**config.mk**
```make
export PLATFORM = sky130hd
export DESIGN_NAME = reaction_game_ctrl_flat
export DESIGN_NICKNAME = d
export VERILOG_FILES = /design/src/rtl/reaction_game_ctrl_if.sv /design/src/rtl/reaction_game_ctrl.sv /design/src/flat_wrapper.sv
export SDC_FILE = /design/constraint.sdc
export NUM_CORES = 1
export LEC_CHECK = 0
export CAP_MARGIN = 30
export CORE_ASPECT_RATIO = 0.7
export CORE_UTILIZATION = 48
export DETAILED_ROUTE_END_ITERATION = 8
export DONT_BUFFER_PORTS = 1
export GPL_TIMING_DRIVEN = 0
export SKIP_LAST_GASP = 1
export SYNTH_ARGS = -nofsm -noshare
export SYNTH_HDL_FRONTEND = slang
export SYNTH_SLANG_ARGS = --single-unit
```
**constraint.sdc**
```tcl
create_clock -name clk -period 2.7 [get_ports clk]
set_clock_uncertainty 0.2 [all_clocks]
set_input_delay 0.405 -clock clk [delete_from_list [all_inputs] [get_ports clk]]
set_output_delay 0.405 -clock clk [all_outputs]
set_load 0.005 [all_outputs]
```
**src/rtl/reaction_game_ctrl_if.sv**
```systemverilog
// Panel-side signals of the reaction game: buttons and switch in, lamp and displays out.
// master = round controller, slave = front panel / environment.
interface reaction_game_ctrl_if #(
   parameter int TW = 24
);
   logic          start_btn;
   logic          react_btn;
   logic          clear_sw;
   logic          led_go;
   logic [TW-1:0] timecount;
   logic [TW-1:0] hs;
   logic          false_start;
   logic          timeout;
   logic          new_record;
   logic [2:0]    state;

   modport master (
      input  start_btn, react_btn, clear_sw,
      output led_go, timecount, hs, false_start, timeout, new_record, state
   );

   modport slave (
      output start_btn, react_btn, clear_sw,
      input  led_go, timecount, hs, false_start, timeout, new_record, state
   );
endinterface

```
**src/rtl/reaction_game_ctrl.sv**
```systemverilog
// Reaction timer round sequencer: random wait, GO lamp, tick counting, foul/timeout
// detection and lowest-time high score with switch clear. All outputs registered.
module reaction_game_ctrl #(
   parameter int TW        = 24,
   parameter int TICK_DIV  = 50000,
   parameter int DELAY_MIN = 1000,
   parameter int DLY_BITS  = 11
) (
   input  logic                 clk,
   input  logic                 reset,
   reaction_game_ctrl_if.master bus
);
   typedef enum logic [2:0] {
      IDLE = 3'd0,
      ARM  = 3'd1,
      GO   = 3'd2,
      DONE = 3'd3,
      FOUL = 3'd4
   } state_t;

   localparam int PW = $clog2(TICK_DIV + 1);
   localparam int DW = $clog2(DELAY_MIN + 2**DLY_BITS + 1);
   localparam logic [TW-1:0] TC_MAX = '1;

   state_t        st;
   logic [PW-1:0] presc;
   logic [DW-1:0] delay_cnt;
   logic [15:0]   lfsr;
   logic          start_q, react_q, clear_q;
   logic [TW-1:0] tc, hs_r;
   logic          led, fs, to, nr;

   logic          start_p, react_p, clear_p, tick;
   logic [DW-1:0] delay_load;

   assign start_p    = bus.start_btn & ~start_q;
   assign react_p    = bus.react_btn & ~react_q;
   assign clear_p    = bus.clear_sw  & ~clear_q;
   assign tick       = (presc == PW'(TICK_DIV - 1));
   assign delay_load = DW'(DELAY_MIN) + DW'(lfsr[DLY_BITS-1:0]);

   always_ff @(posedge clk) begin
      // Previous levels track the inputs even during reset, so a button held
      // through reset must be released before it can count as a press.
      start_q <= bus.start_btn;
      react_q <= bus.react_btn;
      clear_q <= bus.clear_sw;

      if (reset) begin
         st        <= IDLE;
         presc     <= '0;
         delay_cnt <= '0;
         lfsr      <= 16'hACE1;
         tc        <= '0;
         hs_r      <= '0;
         led       <= 1'b0;
         fs        <= 1'b0;
         to        <= 1'b0;
         nr        <= 1'b0;
      end else begin
         lfsr  <= {lfsr[14:0], lfsr[15] ^ lfsr[13] ^ lfsr[12] ^ lfsr[10]};
         presc <= tick ? '0 : presc + 1'b1;

         case (st)
            IDLE, DONE, FOUL: begin
               if (start_p) begin
                  st        <= ARM;
                  presc     <= '0;
                  delay_cnt <= delay_load;
                  tc        <= '0;
                  led       <= 1'b0;
                  fs        <= 1'b0;
                  to        <= 1'b0;
                  nr        <= 1'b0;
               end
            end
            ARM: begin
               if (react_p) begin
                  st  <= FOUL;
                  fs  <= 1'b1;
                  led <= 1'b0;
               end else if (tick) begin
                  if (delay_cnt == DW'(1)) begin
                     st    <= GO;
                     led   <= 1'b1;
                     presc <= '0;
                  end else begin
                     delay_cnt <= delay_cnt - 1'b1;
                  end
               end
            end
            GO: begin
               // A press wins over a coincident tick, freezing the pre-increment count.
               if (react_p) begin
                  st  <= DONE;
                  led <= 1'b0;
                  if (tc != '0 && (hs_r == '0 || tc < hs_r)) begin
                     hs_r <= tc;
                     nr   <= 1'b1;
                  end
               end else if (tick) begin
                  if (tc == TC_MAX) begin
                     st  <= DONE;
                     led <= 1'b0;
                     to  <= 1'b1;
                  end else begin
                     tc <= tc + 1'b1;
                  end
               end
            end
            default: st <= IDLE;
         endcase

         if (clear_p) begin
            hs_r <= '0;
            nr   <= 1'b0;
         end
      end
   end

   assign bus.state       = st;
   assign bus.led_go      = led;
   assign bus.timecount   = tc;
   assign bus.hs          = hs_r;
   assign bus.false_start = fs;
   assign bus.timeout     = to;
   assign bus.new_record  = nr;
endmodule

```
**src/flat_wrapper.sv**
```systemverilog
// flat-port wrapper written by rule: the top's interface ports become plain ports
module reaction_game_ctrl_flat 
#(
   parameter int TW        = 24,
   parameter int TICK_DIV  = 50000,
   parameter int DELAY_MIN = 1000,
   parameter int DLY_BITS  = 11
)
  (clk, reset, bus_start_btn, bus_react_btn, bus_clear_sw, bus_led_go, bus_timecount, bus_hs, bus_false_start, bus_timeout, bus_new_record, bus_state);
  reaction_game_ctrl_if #(.TW(TW)) bus_i ();
  input  logic clk;
  input  logic reset;
  input wire logic [$bits(bus_i.start_btn)-1:0] bus_start_btn;
  input wire logic [$bits(bus_i.react_btn)-1:0] bus_react_btn;
  input wire logic [$bits(bus_i.clear_sw)-1:0] bus_clear_sw;
  output wire logic [$bits(bus_i.led_go)-1:0] bus_led_go;
  output wire logic [$bits(bus_i.timecount)-1:0] bus_timecount;
  output wire logic [$bits(bus_i.hs)-1:0] bus_hs;
  output wire logic [$bits(bus_i.false_start)-1:0] bus_false_start;
  output wire logic [$bits(bus_i.timeout)-1:0] bus_timeout;
  output wire logic [$bits(bus_i.new_record)-1:0] bus_new_record;
  output wire logic [$bits(bus_i.state)-1:0] bus_state;
  assign bus_i.start_btn = bus_start_btn;
  assign bus_i.react_btn = bus_react_btn;
  assign bus_i.clear_sw = bus_clear_sw;
  assign bus_led_go = bus_i.led_go;
  assign bus_timecount = bus_i.timecount;
  assign bus_hs = bus_i.hs;
  assign bus_false_start = bus_i.false_start;
  assign bus_timeout = bus_i.timeout;
  assign bus_new_record = bus_i.new_record;
  assign bus_state = bus_i.state;
  reaction_game_ctrl #(.TW(TW), .TICK_DIV(TICK_DIV), .DELAY_MIN(DELAY_MIN), .DLY_BITS(DLY_BITS)) u_core (.clk(clk), .reset(reset), .bus(bus_i));
endmodule
```
==> flow_summary.toml, run 1 <==
[status]
outcome = "finished clean"

[grt]
gr-usage-met2 = 0.347
grtUsageTotal = 0.249
grt_max_degree = 19
top_usage_layer = "met1"
use_met3 = 0.0786
grtUsageMet1 = 0.370
grt_pass1_vias = 4313
grt_overflow = 0
antenna_found_initial = 0
grt_pass1_wl_um = 22500

[worst_setup_path]
critPathLaunchType = "flip-flop"
slowest_delay_ps = 430
end_kind = "flip-flop"
path_buf_inv = 3
crit_top_cell = "nor3_4"
cp.depth = 10
worstSetupPathType = "reg -> reg"
cp_top_family = "simple AND/OR/NAND/NOR gates"
crit_required_ps = 2740
path_max_fanout = 10
worstPathArrival_ps = 2640
r2r_cells = 10
crit_chain = "inv_1 > ha_1 > nand4_1 > nor3_4 > o311ai_2 > a31oi_2 > nor3_4 > buf_6 > buf_12 > mux2i_1"
slowest_stage = "dfxtp_1"

[timing]
rsz0062_at_grt = "yes"
hold_viol_final = 0
min_period_over_period = 0.964
drv_slew = 0
tightestPinTransition_ps = 658
fin_hold_ws_ps = 229
fin_setup_tns_ps = 0
fmax_mhz = 384
slew_headroom = 0.556
setup_viol = 0
period_minus_slack_ps = 2600

[placement]
dp.final_hpwl_um = 10200
gp_congestion = 0.895
port_buffers = 0

[routing]
ant_nets = 0
via_count = 4647
vias_per_cell = 5.67
routed_wl_um = 13900
drt_iter0_markers = 286
drc = 0
first_pass_iters = 5
wl_per_cell_um = 17.0

[synthesis]
yosysUniqueCellTypes = 52
postSynthAreaPerCell_um2 = 8.21
synthFlopType = "dfxtp_1"
ys_ff_latch = 102
synth_nets = 681
synth-async-reset-ratio = 0
yosysWarnings = 0
ys_seq_area_frac = 0.385
syn_area_um2 = 5310
synth-edff-count = 0
syn-instance-count = 647

[cts]
cts_max_level = 3
cts_buffers = 9
cts.sink_count = 102
tritoncts = "yes"
clock_latency_ps = 340
max-clock-path-buffers = 2
cts-root-buf = "clkbuf_16"
path_clk_slew_ps = 70

[die]
die_h_um = 90
dieArea_um2 = 11500
dieWidth_um = 128
core-area_um2 = 10600
io_pins = 60
rows = 31
start_util = 0.503

[finish]
drive_above_1_share = 0.113
num-nets-final = 700
fillers = 1002
diodes = 0
syn_to_final_growth_pct = 12.6

[power]
cellPowerDensity_nw_per_um2 = 609
irDropWorstVdd_v = 0.000368
p_leak_nw = 2.11

[job]
drv_cap = 0

[worst_hold_path]
hp-class = "reg -> reg"
min_delay_path_depth = 1
==> synth_stat cells, drive strengths merged (10+ instances only) <==
cell | number | share of area
dfxtp | 102 | 0.38
nand2 | 82 | 0.058
nor2 | 72 | 0.051
inv | 35 | 0.025
ha | 29 | 0.068
o21ai | 29 | 0.027
xnor2 | 28 | 0.046
a21oi | 27 | 0.025
clkbuf | 27 | 0.019
mux2i | 24 | 0.045
nor3 | 22 | 0.023
nor4 | 20 | 0.024
nand3 | 19 | 0.020
nand4 | 14 | 0.016
xor2 | 13 | 0.021
nor2b | 11 | 0.013
a22oi | 10 | 0.014
==> through the flow <==
step	power, mW	utilization	cells	instance area [µm²]	worst slack [ps]
6_report	3.64	0.567	819	5980	95.9
5_1_grt	3.83	0.567	819	5980	-23.8
4_1_cts	3.64	0.559	818	5900	-11.8
3_5_place_dp	2.31	0.521	795	5500	-322
3_3_place_gp	2.29	0.521	795	5500	-227
2_1_floorplan	2.15	-	647	5310	245
==> layout make-up <==
type / instances / area [µm²] / area share
Sequential cell: 102 / 2070 / 0.346
Clock buffer: 9 / 225 / 0.0377
Inverter: 35 / 131 / 0.0220
Multi-Input combinational cell: 477 / 3040 / 0.509
Tap cell: 148 / 185 / 0.0310
Timing Repair Buffer: 8 / 75.1 / 0.0126
Clock inverter: 7 / 78.8 / 0.0132
Buffer: 33 / 173 / 0.0289
==> metal layers <==
layer | vias to the layer above | wire [µm]
li1 | 2297 | -
met1 | 2198 | 7050
met2 | 139 | 5720
met3 | 13 | 1060
met4 | 0 | 121
met5 | - | 0
==> where the power goes <==
part           internal [mW]  switching, mW
logic                  0.234          0.421
registers               1.57         0.0693
clock network          0.731          0.611
total                   2.54           1.10
==> final timing paths <==
kind | from | end | slack (ps)
setup / recovery | u_core.bus.hs[21]$_SDFFE_PP0P_ | u_core.bus.hs[7]$_SDFFE_PP0P_ | 100
hold / removal | u_core.lfsr[14]$_SDFF_PP0_ | u_core.lfsr[15]$_SDFF_PP1_ | 230
setup reg to reg | u_core.bus.hs[21]$_SDFFE_PP0P_ | u_core.bus.hs[7]$_SDFFE_PP0P_ | 100
hold reg to reg | u_core.lfsr[14]$_SDFF_PP0_ | u_core.lfsr[15]$_SDFF_PP1_ | 230
==> kinds of logic (layout without fill, tap and decap cells) <==
| family | Yosys count | after routing | synth area share |
|---|---|---|---|
| multiplexers | 24 | 24 | 0.0452 |
| adder cells (fa/ha/maj) | 29 | 29 | 0.0683 |
| AND/OR/NAND/NOR | 288 | 289 | 0.268 |
| buffers and inverters | 69 | 92 | 0.0544 |
| flip-flops | 102 | 102 | 0.385 |
| XOR/XNOR | 41 | 41 | 0.0676 |
| AO/OA/AOI/OAI | 94 | 94 | 0.112 |
==> sequential cells by signal, indices dropped and copies added, names as in the netlist, 3 cells and up <==
name,flops
u_core.bus.hs,24
u_core.bus.timecount,24
u_core.lfsr,16
u_core.presc,16
u_core.delay_cnt,12
u_core.bus.state,3
==> cells in the final DEF (no fill, tap or decap), drive strengths merged, types with 3 or more instances in the layout <==
cell type    synthesis  routed
a21oi               27      27
nor4                20      20
a22oi               10      10
xor2                13      13
xnor2               28      28
nand2               82      83
or4                  5       5
inv                 35      38
nor4b                3       3
nor2                72      72
and3                 9       9
mux2i               24      24
nor3                22      22
nor2b               11      11
nand3               19      19
or2                  9       9
ha                  29      29
or3                  7       7
o21ai               29      29
o22ai                4       4
dfxtp              102     102
nand2b               6       6
buf                  7      13
a31oi                3       3
clkbuf              27      34
nand4               14      14
dlygate4sd3          0       3
a221oi               3       3
==> timing repair <==
item / 4_1_cts / 5_1_grt
setup buffers: 4 / 1
cloned: 0 / 1
gates resized for setup: 15 / 31
endpoints found under the hold margin: 3 / 0
hold buffers: 3 / 0
endpoints found under the setup margin: 39 / 65
pin swaps: 4 / 6
No activity file was read; power rests on OpenSTA's default activity.
==> inputs of run 2 (changes only) <==
==> constraint.sdc (replaced) <==
create_clock -name clk -period 2.7 [get_ports clk]
set_clock_uncertainty 0.2 [all_clocks]
set_input_delay 0.405 -clock clk [delete_from_list [all_inputs] [get_ports clk]]
set_output_delay 0.405 -clock clk [all_outputs]
set_load 0.1 [all_outputs]
==> run 2 against run 1 <==
Net effect:
- the run now ends with setup timing left
- first-iteration DRC count rose by 3.1%
- worst setup slack worse by 150 ps
- count of clock-buffer cells in the layout rose by 1
- combinational power increased by 13%
- sequential cell count stayed put
- global-route usage is 0.28 points higher
- cell count is 1.8% higher
==> flow_summary.toml, run 2 (synthesis results as in run 1) <==
[worst_hold_path]
worstHoldStart = "reset"
hp-class = "in -> reg"
min_delay_path_depth = 2

[worst_setup_path]
crit_start = "u_core.bus.hs[1]$_SDFFE_PP0P_"
path_max_fanout = 10
end_kind = "flip-flop"
crit_required_ps = 2770
critPathLaunchType = "flip-flop"
r2r_slack_ps = -50
worstPathArrival_ps = 2820
r2r_cells = 10
worstSetupPathType = "reg -> reg"
r2r_start = "u_core.bus.hs[1]$_SDFFE_PP0P_"

[die]
dieArea_um2 = 11500
dieWidth_um = 128
io_pins = 60
start_util = 0.503
core-area_um2 = 10600
rows = 31
die_h_um = 90

[timing]
slew_headroom = 0.329
tightestPinTransition_ps = 1010
fin_hold_ws_ps = 218
setup_viol = 19
fmax_mhz = 364
hold_viol_final = 0
rsz0062_at_grt = "yes"
drv_slew = 0
worst_slack_ps = -50.6
period_minus_slack_ps = 2750
fin_setup_tns_ps = -672
min_period_over_period = 1.02

[finish]
num-nets-final = 715
final_cell_area_um2 = 6340
multi_input_area_um2 = 3110
seqCellArea_um2 = 2230
syn_to_final_growth_pct = 19.4
drive_above_1_share = 0.194
diodes = 0
fillers = 938
final_common_cell = "nand2_1"
final_cell_mix = "nand2_1, nor2_1, dfxtp_1"

[routing]
first_pass_iters = 5
ant_nets = 0
via_count = 4641
drc = 0
vias_per_cell = 5.56
drt_iter0_markers = 295
wl_per_cell_um = 16.9
routed_wl_um = 14100

[job]
drv_cap = 0

[placement]
dp.final_hpwl_um = 10100
port_buffers = 0
gp_congestion = 0.828
place_area_um2 = 5640

[power]
netSwitchingFraction = 0.329
power_frac_comb = 0.203
p_leak_nw = 2.22
irDropWorstVdd_v = 0.000359
p_switching_mw = 1.20
clockPowerShare = 0.339
power.internal_mw = 2.44
pwr-share-seq = 0.458
cellPowerDensity_nw_per_um2 = 574

[status]
violations = "setup timing"
outcome = "complete, but fails checks"

[grt]
antenna_found_initial = 0
grtUsageTotal = 0.251
grt_pass1_vias = 4282
grt_max_degree = 17
grt_pass1_wl_um = 22600
grt_overflow = 0

[cts]
cts_max_level = 3
cts.sink_count = 102
cts_buffers = 9
path_clk_slew_ps = 70
max-clock-path-buffers = 2
cts-root-buf = "clkbuf_16"
clock_latency_ps = 350
tritoncts = "yes"
run 2: changes by cell type in the layout (fill, tap and decap cells not counted), moves of 4 or more:
cell / delta
inv_1: -4
dfxtp_4: +48
buf_4: +11
dfxtp_2: -15
inv_2: +4
dfxtp_1: -33
run 2: cell type report:
class	instances	share of cell area
clock buffers	10	0.0377
inverters	35	0.0207
clock inverters	6	0.00572
repair buffers	23	0.0341
plain buffers	34	0.0310
multi-input cells	476	0.490
flip-flops and latches	102	0.352
well taps	148	0.0292
run 2: timing repair:
item                       4_1_cts  5_1_grt
hold endpoints to repair         3        0
pin swaps                        6       11
hold buffers                     3        0
gates cloned                     1        0
setup endpoints to repair       76       66
resized for setup               56       26
setup buffers                    8        7
run 2: final timing paths:
kind / endpoint
min reg2reg: u_core.lfsr[15]$_SDFF_PP1_
min: u_core.lfsr[2]$_SDFF_PP0_
max reg2reg: u_core.bus.hs[19]$_SDFFE_PP0P_
max: u_core.bus.hs[19]$_SDFFE_PP0P_
run 2: power by group through the flow:
stage	Combinational (mW)	Sequential [mW]	Clock (mW)
detailed placement	0.698	1.73	0
global route	0.825	1.68	1.31
global placement	0.626	1.76	0
CTS	0.710	1.67	1.26
finish	0.741	1.67	1.23
floorplan	0.489	1.74	0
run 2: routing by layer:
layer / share of wire / vias up / track usage
met2: 0.40 / 123 / 0.340
met3: 0.062 / 15 / 0.0637
met5: 0 / - / 0
met1: 0.53 / 2182 / 0.389
met4: 0.012 / 0 / 0.0618
li1: - / 2321 / -
run 2: metrics by stage:
| stage | utilization | total power, mW | setup slack [ps] | instances |
|---|---|---|---|---|
| floorplan | - | 2.23 | 0.957 | 647 |
| global placement | 0.532 | 2.38 | -510 | 795 |
| detailed placement | 0.535 | 2.42 | -464 | 797 |
| CTS | 0.590 | 3.64 | -56.1 | 825 |
| global route | 0.601 | 3.82 | -176 | 834 |
| finish | 0.601 | 3.64 | -50.6 | 834 |
run 2: critical path: stages (launching register included):
cell,delay (ps)
dfxtp_4,560
inv_2,80
ha_4,250
a2111oi_4,300
nor3_2,80
o311ai_2,300
a31oi_2,190
nor3_4,240
buf_6,150
buf_12,140
mux2i_1,180
